===== src/rtl/aes_rr_scheduler_pkg.sv =====
// Shared types and constants for the AES round-robin scheduler slice.
package aes_sched_pkg;

  localparam int AES_BLOCK_W = 128;
  localparam int MAX_NUM_REQ = 8;

  typedef logic [AES_BLOCK_W-1:0] aes_block_t;
  typedef logic [$clog2(MAX_NUM_REQ)-1:0] req_idx_t;

  typedef enum logic [1:0] {IDLE, RUN, DRAIN} sched_state_e;

endpackage


===== src/rtl/aes_rr_scheduler_if.sv =====
// Requester and AES-core facing signals of the scheduler.
// master = requesters plus core (environment), slave = scheduler.
interface aes_rr_scheduler_if #(parameter int NUM_REQ = 4);
  import aes_sched_pkg::*;

  logic [NUM_REQ-1:0]             req_valid;
  logic [NUM_REQ-1:0]             req_ready;
  logic [NUM_REQ*AES_BLOCK_W-1:0] req_plain_text;
  logic [NUM_REQ*AES_BLOCK_W-1:0] req_cipher_key;

  logic       core_valid_in;
  aes_block_t core_plan_text_128;
  aes_block_t core_cipher_key_128;
  logic       core_valid_out;
  aes_block_t core_cipher_text_128;

  logic [NUM_REQ-1:0] rsp_valid;
  aes_block_t         rsp_cipher_text;

  modport master (
    output req_valid, req_plain_text, req_cipher_key,
    output core_valid_out, core_cipher_text_128,
    input  req_ready, core_valid_in, core_plan_text_128, core_cipher_key_128,
    input  rsp_valid, rsp_cipher_text
  );

  modport slave (
    input  req_valid, req_plain_text, req_cipher_key,
    input  core_valid_out, core_cipher_text_128,
    output req_ready, core_valid_in, core_plan_text_128, core_cipher_key_128,
    output rsp_valid, rsp_cipher_text
  );

endinterface


===== src/rtl/aes_tag_fifo.sv =====
// In-order FIFO of requester tags for blocks in flight in the AES core.
// When empty, head shows push_data so a same-cycle push and pop pass straight through.
module aes_tag_fifo
  import aes_sched_pkg::*;
#(
  parameter int DEPTH = 16
) (
  input  logic                   clk,
  input  logic                   reset,
  input  logic                   push,
  input  req_idx_t               push_data,
  input  logic                   pop,
  output req_idx_t               head,
  output logic                   full,
  output logic                   empty,
  output logic [$clog2(DEPTH):0] count
);

  localparam int PTR_W = $clog2(DEPTH);

  req_idx_t         mem [DEPTH];
  logic [PTR_W-1:0] wr_ptr;
  logic [PTR_W-1:0] rd_ptr;
  logic             do_push;
  logic             do_pop;

  assign empty   = (count == '0);
  assign full    = (count == (PTR_W+1)'(DEPTH));
  assign do_pop  = pop && (!empty || push);
  assign do_push = push && (!full || do_pop);
  assign head    = empty ? push_data : mem[rd_ptr];

  always_ff @(posedge clk or negedge reset) begin
    if (!reset) begin
      wr_ptr <= '0;
      rd_ptr <= '0;
      count  <= '0;
    end else begin
      if (do_push) wr_ptr <= wr_ptr + PTR_W'(1);
      if (do_pop)  rd_ptr <= rd_ptr + PTR_W'(1);
      case ({do_push, do_pop})
        2'b10:   count <= count + (PTR_W+1)'(1);
        2'b01:   count <= count - (PTR_W+1)'(1);
        default: count <= count;
      endcase
    end
  end

  always_ff @(posedge clk) begin
    if (do_push) mem[wr_ptr] <= push_data;
  end

endmodule


===== src/rtl/aes_rr_scheduler.sv =====
// Round-robin sharing of one AES-128 core between NUM_REQ requesters,
// with in-order tag tracking to route each result back to its issuer.
module aes_rr_scheduler
  import aes_sched_pkg::*;
#(
  parameter int NUM_REQ         = 4,
  parameter int MAX_OUTSTANDING = 16
) (
  input  logic                             clk,
  input  logic                             reset,
  input  logic                             cfg_enable,
  aes_rr_scheduler_if.slave                bus,
  output logic [$clog2(MAX_OUTSTANDING):0] outstanding,
  output logic                             idle,
  output logic                             err_unexpected
);

  localparam int CNT_W = $clog2(MAX_OUTSTANDING) + 1;

  sched_state_e state;
  sched_state_e state_next;
  req_idx_t     ptr;
  req_idx_t     cand;
  req_idx_t     grant_idx;
  req_idx_t     tag_head;
  logic         grant_any;
  logic         can_issue;
  logic         fire;
  logic         pop;
  logic         fifo_empty;
  logic         fifo_full;
  aes_block_t   sel_plain;
  aes_block_t   sel_key;

  // A result leaving the core in this cycle frees a slot for a new grant.
  assign can_issue = (state != DRAIN) && cfg_enable && (!fifo_full || bus.core_valid_out);
  assign fire      = grant_any && can_issue;
  assign pop       = bus.core_valid_out && (!fifo_empty || fire);
  assign idle      = (state == IDLE);

  always_comb begin
    grant_any = 1'b0;
    grant_idx = '0;
    cand      = '0;
    for (int k = 0; k < NUM_REQ; k++) begin
      cand = req_idx_t'((int'(ptr) + k) % NUM_REQ);
      for (int i = 0; i < NUM_REQ; i++) begin
        if (!grant_any && bus.req_valid[i] && (cand == req_idx_t'(i))) begin
          grant_any = 1'b1;
          grant_idx = cand;
        end
      end
    end
  end

  always_comb begin
    bus.req_ready = '0;
    sel_plain     = '0;
    sel_key       = '0;
    for (int i = 0; i < NUM_REQ; i++) begin
      if (grant_idx == req_idx_t'(i)) begin
        bus.req_ready[i] = fire;
        sel_plain        = bus.req_plain_text[AES_BLOCK_W*i +: AES_BLOCK_W];
        sel_key          = bus.req_cipher_key[AES_BLOCK_W*i +: AES_BLOCK_W];
      end
    end
  end

  aes_tag_fifo #(.DEPTH(MAX_OUTSTANDING)) u_tag_fifo (
    .clk       (clk),
    .reset     (reset),
    .push      (fire),
    .push_data (grant_idx),
    .pop       (bus.core_valid_out),
    .head      (tag_head),
    .full      (fifo_full),
    .empty     (fifo_empty),
    .count     (outstanding)
  );

  always_ff @(posedge clk or negedge reset) begin
    if (!reset) state <= IDLE;
    else        state <= state_next;
  end

  // DRAIN leaves as soon as the final pop lands, so idle rises with the last count decrement.
  always_comb begin
    state_next = state;
    case (state)
      IDLE:  if (fire) state_next = RUN;
      RUN: begin
        if (!cfg_enable && (outstanding != '0))      state_next = DRAIN;
        else if ((outstanding == '0) && !fire)       state_next = IDLE;
      end
      DRAIN: if ((outstanding == '0) || ((outstanding == CNT_W'(1)) && pop)) state_next = IDLE;
      default: state_next = IDLE;
    endcase
  end

  always_ff @(posedge clk or negedge reset) begin
    if (!reset) begin
      ptr                     <= '0;
      bus.core_valid_in       <= 1'b0;
      bus.core_plan_text_128  <= '0;
      bus.core_cipher_key_128 <= '0;
      bus.rsp_valid           <= '0;
      bus.rsp_cipher_text     <= '0;
      err_unexpected          <= 1'b0;
    end else begin
      bus.core_valid_in <= fire;
      if (fire) begin
        bus.core_plan_text_128  <= sel_plain;
        bus.core_cipher_key_128 <= sel_key;
        ptr                     <= req_idx_t'((int'(grant_idx) + 1) % NUM_REQ);
      end
      for (int i = 0; i < NUM_REQ; i++) begin
        bus.rsp_valid[i] <= pop && (tag_head == req_idx_t'(i));
      end
      if (pop) bus.rsp_cipher_text <= bus.core_cipher_text_128;
      if (bus.core_valid_out && !pop) err_unexpected <= 1'b1;
    end
  end

endmodule


===== src/flat_wrapper.sv =====
// flat-port wrapper written by rule: the top's interface ports become plain ports
module aes_rr_scheduler_flat import aes_sched_pkg::*;
#(
  parameter int NUM_REQ         = 4,
  parameter int MAX_OUTSTANDING = 16
)
  (clk, reset, cfg_enable, outstanding, idle, err_unexpected, bus_req_valid, bus_req_plain_text, bus_req_cipher_key, bus_core_valid_out, bus_core_cipher_text_128, bus_req_ready, bus_core_valid_in, bus_core_plan_text_128, bus_core_cipher_key_128, bus_rsp_valid, bus_rsp_cipher_text);
  aes_rr_scheduler_if #(.NUM_REQ(NUM_REQ)) bus_i ();
  input  logic clk;
  input  logic reset;
  input  logic cfg_enable;
  output logic [$clog2(MAX_OUTSTANDING):0] outstanding;
  output logic idle;
  output logic err_unexpected;
  input wire logic [$bits(bus_i.req_valid)-1:0] bus_req_valid;
  input wire logic [$bits(bus_i.req_plain_text)-1:0] bus_req_plain_text;
  input wire logic [$bits(bus_i.req_cipher_key)-1:0] bus_req_cipher_key;
  input wire logic [$bits(bus_i.core_valid_out)-1:0] bus_core_valid_out;
  input wire logic [$bits(bus_i.core_cipher_text_128)-1:0] bus_core_cipher_text_128;
  output wire logic [$bits(bus_i.req_ready)-1:0] bus_req_ready;
  output wire logic [$bits(bus_i.core_valid_in)-1:0] bus_core_valid_in;
  output wire logic [$bits(bus_i.core_plan_text_128)-1:0] bus_core_plan_text_128;
  output wire logic [$bits(bus_i.core_cipher_key_128)-1:0] bus_core_cipher_key_128;
  output wire logic [$bits(bus_i.rsp_valid)-1:0] bus_rsp_valid;
  output wire logic [$bits(bus_i.rsp_cipher_text)-1:0] bus_rsp_cipher_text;
  assign bus_i.req_valid = bus_req_valid;
  assign bus_i.req_plain_text = bus_req_plain_text;
  assign bus_i.req_cipher_key = bus_req_cipher_key;
  assign bus_i.core_valid_out = bus_core_valid_out;
  assign bus_i.core_cipher_text_128 = bus_core_cipher_text_128;
  assign bus_req_ready = bus_i.req_ready;
  assign bus_core_valid_in = bus_i.core_valid_in;
  assign bus_core_plan_text_128 = bus_i.core_plan_text_128;
  assign bus_core_cipher_key_128 = bus_i.core_cipher_key_128;
  assign bus_rsp_valid = bus_i.rsp_valid;
  assign bus_rsp_cipher_text = bus_i.rsp_cipher_text;
  aes_rr_scheduler #(.NUM_REQ(NUM_REQ), .MAX_OUTSTANDING(MAX_OUTSTANDING)) u_core (.clk(clk), .reset(reset), .cfg_enable(cfg_enable), .bus(bus_i), .outstanding(outstanding), .idle(idle), .err_unexpected(err_unexpected));
endmodule

===== config.mk =====
export PLATFORM = sky130hd
export DESIGN_NAME = aes_rr_scheduler_flat
export DESIGN_NICKNAME = d
export VERILOG_FILES = /design/src/rtl/aes_rr_scheduler_pkg.sv /design/src/rtl/aes_rr_scheduler_if.sv /design/src/rtl/aes_tag_fifo.sv /design/src/rtl/aes_rr_scheduler.sv /design/src/flat_wrapper.sv
export SDC_FILE = /design/constraint.sdc
export NUM_CORES = 1
export LEC_CHECK = 0
export CAP_MARGIN = 20
export CORE_AREA = 2 2 609 611
export CTS_BUF_LIST = sky130_fd_sc_hd__clkbuf_8
export DETAILED_ROUTE_END_ITERATION = 8
export DIE_AREA = 0 0 611 613
export SLEW_MARGIN = 20
export SYNTH_ARGS = -nofsm -noshare
export SYNTH_HDL_FRONTEND = slang
export SYNTH_SLANG_ARGS = --single-unit

===== constraint.sdc =====
create_clock -name clk -period 3.9 [get_ports clk]
set_input_delay 0.39 -clock clk [delete_from_list [all_inputs] [get_ports clk]]
set_output_delay 0.39 -clock clk [all_outputs]
set_load 0.02 [all_outputs]

==> out/results.txt, run 1 <==
Vias per inst = 3.312
Clk root buf = clkbuf_8
Synth top area share = 42.84%
Area leader, netlist = dfrtp_1
DRC violation total after the first TritonRoute iteration = 2368
Syn avg cell area = 9.465 um2
Die height = 613 um
Reg clk slew, reported paths = 0.07 ns
Status = finished, violations left
Adder-cell area share of the yosys netlist = 0.9998%
Leakage power = 19.61 nW
Synth Area in Compound Gates = 21.22%
CP max-delay cell = o311ai_4
Place WS = -0.6801 ns
Seq cells post-synth = 439
Antenna violations before repair = 476
Crit path to = bus_req_ready[1]
Worst r2r src = u_core.ptr[0]
Row count = 223
R2R depth = 22
Skew final = 0.1130 ns
Largest family of logic cells by synthesized area = compound AO/OA/AOI/OAI gates
Drt pass-1 iters = 5
Total grt overflow = 0
Cell count after synthesis = 2512
CP Max Fanout = 3
Util after Layout = 14.72%
Crit end category = output pin
Initial core utilization = 6.465%
WS Path Type = reg2out
Routability cong. = 0.9230
Final setup vio count = 33
Mux share of post-synthesis cell area = 7.094%
Port Buffer Count = 1559
R2R Setup Slk = -0.08 ns
Yosys cell types = 52
Hold WS = 0.1432 ns
Vias in the first global route = 29533
Failing checks = negative setup slack
Hold Vio Cnt, Final = 0
Drc violations = 0
Clk sink count = 439
H-tree Lvls = 3
Post-DRT Antenna Nets = 0
Syn Std Cell Area = 23780 um2
Crit-path leading delay family = buffers and inverters
Core footprint = 367700 um2
Register area share after synthesis = 46.88%
Max Root-Sink Buffers = 4
PD cells = 1176 nW/um2
RSZ-0062 raised after global routing = yes
Pin count of the biggest net entering global routing = 88
GRT Overall Usage = 18.42%
Worst setup SP type = flip-flop
Worst Path Required = 3.51 ns
FMAX = 246.6 MHz
Final WL = 361100 um
Synth area leaders = dfrtp_1, a221oi_1, nor2b_1, a21oi_1, nor3_1
First-pass GRT wire length = 423500 um
# Max-Cap Violations = 0
Setup crit start = u_core.ptr[0]
Synth Flop Type = dfrtp_1
Synth Area in XOR/XNOR = 0.4052%
Min-delay src = bus_req_plain_text[427]
Worst-margin pin slew = 0.9960 ns
CTS tree = done
Post-synth top cells = dfrtp_1, nand2_1, a21oi_1, nor2b_1
Worst-skew pair later-pin latency = 0.97 ns
Hold Crit Class = in2reg
RR Endpoint = u_core.bus.core_plan_text_128[36]
CTS buffer count = 106
Simple-gate area share of the yosys netlist = 18.00%
CP Depth = 13
Delay of the slowest critical-path stage = 0.48 ns
Hpwl dp = 318700 um
FFs w/ async S/R, synth = 92.71%
Area growth syn-to-layout = 127.6%
Yosys warns = 0
Post-synth EDFFs = 32
Min Tclk post-route = 4.055 ns
CP cell instances = buf_4 -> ha_4 -> a22oi_2 -> nand2_2 -> mux2_4 -> o311ai_4 -> buf_12 -> inv_6 -> buf_6 -> ha_4 -> buf_16 -> and2_4 -> buf_6
VDD IR max = 745.7 uV
PnR worst setup slack = -0.1548 ns
Top-count cell post-synth = dfrtp_1
Arrival time of the worst setup path = 3.66 ns
Max-slew violations = 0
Share of cells above drive strength 1 = 16.51%
Final #Nets = 5671
Die Span X = 611 um
Routed len/inst = 37.65 um
Max_slew headroom = 33.39%
Die area = 374500 um2
Via count = 31768
Syn_nets = 3691
Worst path buffer plus inverter count = 6
Period utilization = 104.0%
# IOs = 1560
-- worst min-delay path by stage --
| stage | cells after the start | to | slack, ns |
|---|---|---|---|
| 4_1_cts | 2 | u_core.bus.rsp_cipher_text[38] | 0.0006 |
| 3_5_place_dp | 1 | u_core.u_tag_fifo.count[0] | 0.41 |
| 3_3_place_gp | 1 | u_core.u_tag_fifo.count[0] | 0.42 |
| 2_1_floorplan | 0 | u_core.bus.core_cipher_key_128[0] | 0.09 |
| 6_report | 3 | u_core.bus.core_plan_text_128[43] | 0.14 |
| 5_1_grt | 3 | u_core.bus.core_cipher_key_128[51] | 0.06 |
-- layout by cell type, fill, tap and decap left out, drive strengths merged, types with 2 or more instances in the layout --
cell / n
edfxtp: 32
bufinv: 8
nand4b: 2
nor2b: 256
nor3: 255
a21oi: 265
o21ai: 263
diode: 183
nand2: 273
clkdlybuf4s50: 1550
and2: 9
nand4: 2
dfrtp: 407
nand3b: 2
a221oi: 255
buf: 353
dlygate4sd3: 208
a31oi: 2
ha: 19
clkbuf: 140
mux2: 130
inv: 33
and3: 6
mux4: 9
clkinvlp: 5
nor4b: 4
xor2: 3
mux2i: 2
nand3: 11
nor2: 12
a22oi: 8
clkinv: 23
xnor2: 8
nor3b: 5
bufbuf: 2
-- per-layer routing --
metal	track usage, %	wire, um	vias to the layer above
met5	0	1604	-
met4	5.977	15990	238
met3	8.856	39520	998
met2	33.87	185000	2115
met1	17.95	119000	14945
li1	-	-	13472
-- where the power goes --
part	total, mW	switching (mW)	internal, mW
Combinational	49.4	27.2	22.2
Clock	6.51	2.95	3.56
Sequential	7.69	1.16	6.53
-- worst min-delay path, stage by stage --
cell,delay (ns)
clkdlybuf4s50_1,0.41
a21oi_1,0.14
o21ai_1,0.06
-- cell families after synthesis --
group / count (synthesis)
fa+ha+maj: 19
simple gates: 841
buf+inv: 261
compound gates: 800
mux: 141
xor+xnor: 11
flops: 439
-- layout make-up --
cell class	instances	area (um2)
repair buffers	2122	21740
diodes	183	457.9
well taps	4837	6052
inverters	11	55.05
flip-flops and latches	439	11150
clock buffers	131	1803
fillers	41495	313600
clock inverters	58	491.7
multi-input cells	1812	12380
-- flip-flops by register name, indices dropped and copies added, names as in the netlist --
signal,flops
u_core.bus.core_cipher_key_128,128
u_core.bus.core_plan_text_128,128
u_core.bus.core_valid_in,1
u_core.bus.rsp_cipher_text,128
u_core.bus.rsp_valid,4
u_core.err_unexpected,1
u_core.ptr,2
u_core.state,2
u_core.u_tag_fifo.count,5
u_core.u_tag_fifo.mem,32
u_core.u_tag_fifo.rd_ptr,4
u_core.u_tag_fifo.wr_ptr,4
-- per-stage QoR --
stage	area, um2	std cells	total power [mW]	TNS, ns
floorplan	23780	2512	27.69	0
global placement	46980	8934	49.43	-30.14
detailed placement	46980	8934	49.63	-29.89
CTS	52070	9352	59.13	-3.093
global route	53820	9473	67.52	-11.54
finish	54120	9593	63.63	-1.123
-- repair_timing --
action | 4_1_cts | 5_1_grt
buffers inserted | 18 | 49
pin swaps | 12 | 45
hold buffers | 209 | 0
endpoints found under the setup margin | 121 | 198
cloned | 3 | 9
resized for setup | 106 | 195
endpoints found under the hold margin | 444 | 0
No activity file was read; power rests on OpenSTA's default activity.
==> inputs of run 2 (changes only) <==
Settings changed: CAP_MARGIN 20 to unset, MAX_ROUTING_LAYER set to met4.
==> run 2 against run 1 <==
The run still ends with negative setup slack left. Highest routed layer is now met4. Via count shrank 2.2%. Worst hold slack lost 0.016 ns. First-iteration DRC count grew 1.2%. Register-to-register slack gained 0.07 ns. Total power shrank 3.2%. Critical path type unchanged. Design area shrank 0.96%. Utilization shrank 0.14 points.
==> out/results.txt, run 2 (synthesis results as in run 1) <==
VDD IR max = 874.9 uV (+17%)
Share of cells above drive strength 1 = 14.83% (-1.7 points)
H-tree Lvls = 3 (unchanged)
Combinational Power Share = 77.4% (-0.3 points)
Hold path endpoint = u_core.bus.core_cipher_key_128[107]
DRC violation total after the first TritonRoute iteration = 2396 (+1.2%)
Core footprint = 367700 um2 (unchanged)
Clock power share = 10.1% (about the same)
Crit end category = output pin
R2R Setup Slk = -0.01 ns (+0.07 ns)
Pin count of the biggest net entering global routing = 109 (+24%)
Clk root buf = clkbuf_8
Switching share of power = 49.64% (+0.36 points)
FF/Latch Area = 11150 um2 (about the same)
Seq pwr share = 12.5% (+0.4 points)
Regs by FF count = u_core.bus.core_cipher_key_128 x128, u_core.bus.core_plan_text_128 x128, u_core.bus.rsp_cipher_text x128
Setup crit start = u_core.ptr[1]
Commonest non-fill, non-tap cells in the layout = clkdlybuf4s50_1, dfrtp_1, nand2_1, a21oi_1, nor2b_1
Post-DRT Antenna Nets = 0 (unchanged)
Routed len/inst = 37.22 um (-1.1%)
# Max-Cap Violations = 0 (unchanged)
PD cells = 1150 nW/um2 (-2.2%)
Hold WS = 0.1272 ns (-0.01599 ns)
Worst Hold Path Cells = 3 (unchanged)
CP Max Fanout = 5 (+2)
Max-slew violations = 0 (unchanged)
Place WS = -0.8258 ns (-0.1457 ns)
FMAX = 255.2 MHz (+3.5%)
CP max-delay cell = dfrtp_2
Net Sw Power = 30.59 mW (-2.4%)
Arrival time of the worst setup path = 3.53 ns (-0.13 ns)
Final #Nets = 5644 (-0.48%)
Min Tclk post-route = 3.919 ns (-0.1359 ns)
Crit-path leading delay family = buffers and inverters
Reg clk slew, reported paths = 0.06 ns (about the same)
Commonest non-fill, non-tap cell in the layout = clkdlybuf4s50_1
Worst r2r src = u_core.ptr[1]
Skew final = 0.06263 ns (-0.05034 ns)
Hpwl dp = 317600 um (-0.37%)
Area occupied by multi-input gates = 12030 um2 (-2.8%)
Vias in the first global route = 29354 (-0.61%)
Hold Crit Class = in2reg
Vias per inst = 3.224 (-2.6%)
Status = finished, violations left
Antenna violations before repair = 478 (+0.42%)
CP cell instances = buf_6 -> ha_4 -> a22oi_2 -> nand2_2 -> mux2_4 -> o311ai_4 -> buf_12 -> inv_6 -> buf_6 -> ha_4 -> buf_16 -> and2_4 -> buf_6
GRT Overall Usage = 18.84% (+0.42 points)
Fin cells = 9631 (+0.40%)
Total grt overflow = 0 (unchanged)
Port Buffer Count = 1559 (unchanged)
Leakage power = 19.33 nW (-1.4%)
Area growth syn-to-layout = 125.5%
Drc violations = 0 (unchanged)
# IOs = 1560 (unchanged)
Most used cell, CP = buf_6
Worst-skew pair later-pin latency = 0.94 ns (-0.03 ns)
Die height = 613 um (unchanged)
Clk sink count = 439 (unchanged)
WS Path Type = reg2out
Die Span X = 611 um (unchanged)
Design Power = 61.62 mW (-3.2%)
Drt pass-1 iters = 6 (+1)
Worst path buffer plus inverter count = 6 (unchanged)
Final WL = 358500 um (-0.74%)
Placed Cells incl. Taps = 8933 (-0.011%)
Worst-margin pin slew = 1.049 ns (+0.05273 ns)
Delay of the slowest critical-path stage = 0.45 ns (-0.03 ns)
Worst Path Required = 3.51 ns (about the same)
RR Endpoint = u_core.bus.core_cipher_key_128[40]
Failing checks = negative setup slack
Util after Layout = 14.58% (-0.14 points)
Max Root-Sink Buffers = 4 (unchanged)
Pint = 31.03 mW (-3.8%)
Die area = 374500 um2 (unchanged)
First-pass GRT wire length = 418900 um (-1.1%)
Final setup vio count = 3 (-91%)
R2R depth = 19 (-14%)
Period utilization = 100.5% (-3.5 points)
PnR worst setup slack = -0.01897 ns (+0.1359 ns)
Routability cong. = 0.9328 (+1.1%)
Initial core utilization = 6.465% (unchanged)
FILL cells = 41539 (+0.11%)
Row count = 223 (unchanged)
RSZ-0062 raised after global routing = yes
Hold Vio Cnt, Final = 0 (unchanged)
CTS tree = done
Min-delay src = bus_req_cipher_key[491]
Via count = 31055 (-2.2%)
Max_slew headroom = 29.87% (-3.5 points)
Worst setup SP type = flip-flop
CTS buffer count = 104 (-1.9%)
run 2: repair_timing:
item / in CTS / in global routing
gates cloned: 6 / 9
hold buffers: 213 / 0
pin swaps: 10 / 20
setup endpoints to repair: 91 / 153
hold endpoints to repair: 501 / 0
setup buffers: 19 / 22
resized for setup: 101 / 108
run 2: layout make-up:
cell class                 count  area share [%]
clock buffer                 124           3.184
multi-input combinational   1812           22.43
tap                         4837           11.29
sequential                   439           20.80
antenna                      250           1.167
timing repair buffer        2097           40.12
inverter                      11         0.09570
clock inverter                61          0.9149
run 2: per-layer routing:
metal	up-vias	wire length, um	GRT usage, %
li1	13552	-	-
met1	14611	118800	17.32
met2	2114	187300	34.46
met3	778	40340	9.554
met4	0	12090	4.382
met5	-	0	-
run 2: worst max path at each step:
stage                                         end  slack (ns)  cells past startpoint
2_1_floorplan  u_core.bus.core_plan_text_128[116]        0.19                     16
3_3_place_gp    u_core.bus.core_plan_text_128[22]       -0.80                     16
3_5_place_dp    u_core.bus.core_plan_text_128[22]       -0.83                     16
4_1_cts                          bus_req_ready[2]       -0.20                     13
5_1_grt                          bus_req_ready[1]       -0.19                     13
6_report                         bus_req_ready[1]       -0.02                     13
run 2: power groups by stage:
stage,clock (mW),sequential [mW],combinational [mW]
after detailed placement,0,7.72,42.2
after global placement,0,7.69,42.0
after global routing,6.64,7.88,51.2
after CTS,6.52,7.68,45.3
final,6.24,7.69,47.7
after floorplan,0,9.21,18.5
run 2: stage by stage:
| stage | TNS, ns | area (um2) |
|---|---|---|
| after floorplan | 0 | 23780 |
| after CTS | -0.7409 | 52090 |
| after global placement | -16.99 | 46980 |
| after detailed placement | -17.01 | 46980 |
| after global routing | -3.596 | 53570 |
| final | -0.02901 | 53610 |
run 2: worst reg2reg max path, stage by stage (launching register included):
cell and delay, ns:
dfrtp_2 0.45, buf_6 0.14, ha_4 0.15, a22oi_2 0.18, nand2_2 0.07, mux2_4 0.29, o311ai_4 0.42, buf_12 0.18
inv_6 0.03, buf_6 0.10, ha_4 0.16, buf_16 0.14, clkbuf_8 0.27, buf_6 0.27, buf_4 0.21, a221oi_1 0.29
buf_4 0.18, nor3_1 0.06, a21oi_1 0.13, o21ai_1 0.07
==> inputs of run 3 (changes only) <==
Clock period 3.9 ns to 3.4 ns, I/O delays scaled along.
==> run 3 against run 2 <==
The flow still finishes with violations (negative setup slack). First-iteration DRC count is 8.1% lower. Worst hold slack worse by 0.012 ns. Sequential cell count stayed put. Die area stayed put. Critical path type is now reg2reg. Largest power group unchanged.
==> out/results.txt, run 3 (synthesis results as in run 1) <==
Status = finished, violations left
Failing checks = negative setup slack
Clk sink count = 439 (unchanged)
Worst-margin pin slew = 1.042 ns (-0.007183 ns)
Min Tclk post-route = 3.776 ns
R2R Setup Slk = -0.38 ns (-0.37 ns)
Share of cells above drive strength 1 = 22.74% (+7.9 points)
Drc violations = 0 (unchanged)
Worst setup SP type = flip-flop
Reg clk slew, reported paths = 0.07 ns (about the same)
Row count = 223 (unchanged)
Leakage power = 21.13 nW (+9.3%)
Max_slew headroom = 30.35% (+0.48 points)
Vias per inst = 3.330 (+3.3%)
Routability cong. = 0.9140 (-2.0%)
R2R depth = 21 (+2)
Period utilization = 111.1%
Net Sw Power = 41.62 mW (+36%)
Skew final = 0.09943 ns (+0.03680 ns)
Fin cells = 9725 (+0.98%)
CTS tree = done
First-pass GRT wire length = 419000 um (about the same)
Drt pass-1 iters = 6 (unchanged)
# IOs = 1560 (unchanged)
Crit end category = flip-flop
Worst Hold Path Cells = 3 (unchanged)
Worst-skew pair later-pin latency = 0.95 ns (about the same)
Clock power share = 8.0% (-2.1 points)
Antenna violations before repair = 447 (-6.5%)
Via count = 32387 (+4.3%)
CTS buffer count = 101 (-2.9%)
Post-DRT Antenna Nets = 0 (unchanged)
Design Power = 85.60 mW (+39%)
Setup TNS = -46.24 ns (-46.21 ns)
Area of placed instances = 47180 um2 (+0.42%)
Clk root buf = clkbuf_8
Hpwl dp = 312900 um (-1.5%)
WS Path Type = reg2reg
Total grt overflow = 0 (unchanged)
H-tree Lvls = 3 (unchanged)
CP Depth = 21 (+8)
Die Span X = 611 um (unchanged)
Port Buffer Count = 1559 (unchanged)
Commonest non-fill, non-tap cells in the layout = clkdlybuf4s50_1, dfrtp_1, nand2_1, dlygate4sd3_1, o21ai_1
CP max-delay cell = dfrtp_1
Max-slew violations = 0 (unchanged)
Max Root-Sink Buffers = 4 (unchanged)
FMAX = 264.8 MHz
Area growth syn-to-layout = 146.4%
Pint = 43.98 mW (+42%)
Placed Cells incl. Taps = 8931 (-0.022%)
PD cells = 1461 nW/um2 (+27%)
Final setup vio count = 257 (+254)
Die height = 613 um (unchanged)
CP cell instances = buf_6 -> buf_6 -> ha_4 -> a22oi_2 -> nand2_2 -> buf_6 -> o21bai_4 -> a2bb2oi_4 -> buf_6 -> buf_6 -> ha_4 -> buf_6 -> buf_12 -> buf_16 -> buf_16 -> buf_12 -> buf_8 -> a221oi_4 -> nor3_2 -> a21oi_2 -> o21ai_1
Regs by FF count = u_core.bus.core_cipher_key_128 x128, u_core.bus.core_plan_text_128 x128, u_core.bus.rsp_cipher_text x128
Hold Crit Class = in2reg
Hold Vio Cnt, Final = 0 (unchanged)
VDD IR max = 998.0 uV (+14%)
Worst path buffer plus inverter count = 11 (+5)
Initial core utilization = 6.465% (unchanged)
Final WL = 363400 um (+1.4%)
Final #Nets = 5798 (+2.7%)
Core footprint = 367700 um2 (unchanged)
Die area = 374500 um2 (unchanged)
Most used cell, CP = buf_6
Pin count of the biggest net entering global routing = 77 (-29%)
Crit-path leading delay family = buffers and inverters
GRT Overall Usage = 18.72% (-0.13 points)
Design area = 58600 um2 (+9.3%)
Switching share of power = 48.62% (-1.0 points)
Worst Path Required = 4.15 ns (+0.64 ns)
# Max-Cap Violations = 0 (unchanged)
RSZ-0062 raised after global routing = yes
DRC violation total after the first TritonRoute iteration = 2203 (-8.1%)
Arrival time of the worst setup path = 4.52 ns (+0.99 ns)
Vias in the first global route = 30035 (+2.3%)
Commonest non-fill, non-tap cell in the layout = clkdlybuf4s50_1
Seq pwr share = 10.3% (-2.2 points)
Combinational Power Share = 81.7% (+4.3 points)
Delay of the slowest critical-path stage = 0.43 ns (-0.02 ns)
Routed len/inst = 37.36 um (+0.38%)
Hold WS = 0.1156 ns (-0.01161 ns)
PnR worst setup slack = -0.3758 ns (-0.3569 ns)
CP Max Fanout = 7 (+2)
run 3: changes by cell type in the layout (fill, tap and decap cells not counted), sizes merged, moves of 5 or more:
cell,delta
buf,+89
clkbuf,+5
inv,+13
clkinv,-8
diode,-58
dlygate4sd3,+55
run 3: timing repair:
item	CTS	global route
hold endpoints to repair	567	0
hold buffers	268	0
gates resized for setup	284	511
pin swaps	27	124
endpoints found under the setup margin	272	272
setup buffers	49	79
cloned	17	34
run 3: final cells by class:
type                    count  area [um2]
diodes                    192       480.5
clock buffers             114        1569
repair buffers           2254       24160
multi-input cells        1812       14640
fillers                 40995      309100
clock inverters            66       499.2
inverters                  11       51.30
well taps                4837        6052
flip-flops and latches    439       11150
run 3: layer usage:
metal | GRT usage, % | part of all wire (%) | vias up
met5 | - | 0 | -
met4 | 4.391 | 3.9 | 0
met3 | 7.147 | 9.8 | 878
met2 | 33.36 | 50 | 2227
met1 | 19.31 | 36 | 15472
li1 | - | - | 13810
run 3: worst min-delay path, stage by stage:
cell             delay, ns
clkdlybuf4s50_1       0.39
a21oi_1               0.15
o21ai_1               0.07
run 3: power by group through the flow:
stage / Clock (mW) / Combinational, mW / Sequential (mW)
6_report: 6.83 / 69.9 / 8.83
5_1_grt: 7.32 / 73.9 / 9.04
4_1_cts: 7.16 / 57.9 / 8.81
3_5_place_dp: 0 / 47.6 / 8.86
3_3_place_gp: 0 / 47.5 / 8.82
2_1_floorplan: 0 / 21.4 / 10.6
run 3: final timing paths:
kind,startpoint,to
min in group asynchronous,reset,u_core.bus.rsp_cipher_text[39]
max reg2reg,u_core.ptr[1],u_core.bus.core_cipher_key_128[97]
min,bus_req_cipher_key[385],u_core.bus.core_cipher_key_128[1]
max in group asynchronous,reset,u_core.bus.core_plan_text_128[64]
min reg2reg,u_core.state[1],u_core.state[0]
max,u_core.ptr[1],u_core.bus.core_cipher_key_128[97]
run 3: stage by stage:
step | worst slack, ns | util (%)
2_1_floorplan | 0.002301 | -
3_3_place_gp | -0.8107 | 12.83
3_5_place_dp | -0.7176 | 12.83
4_1_cts | -0.5469 | 14.79
5_1_grt | -0.5794 | 15.93
6_report | -0.3758 | 15.93
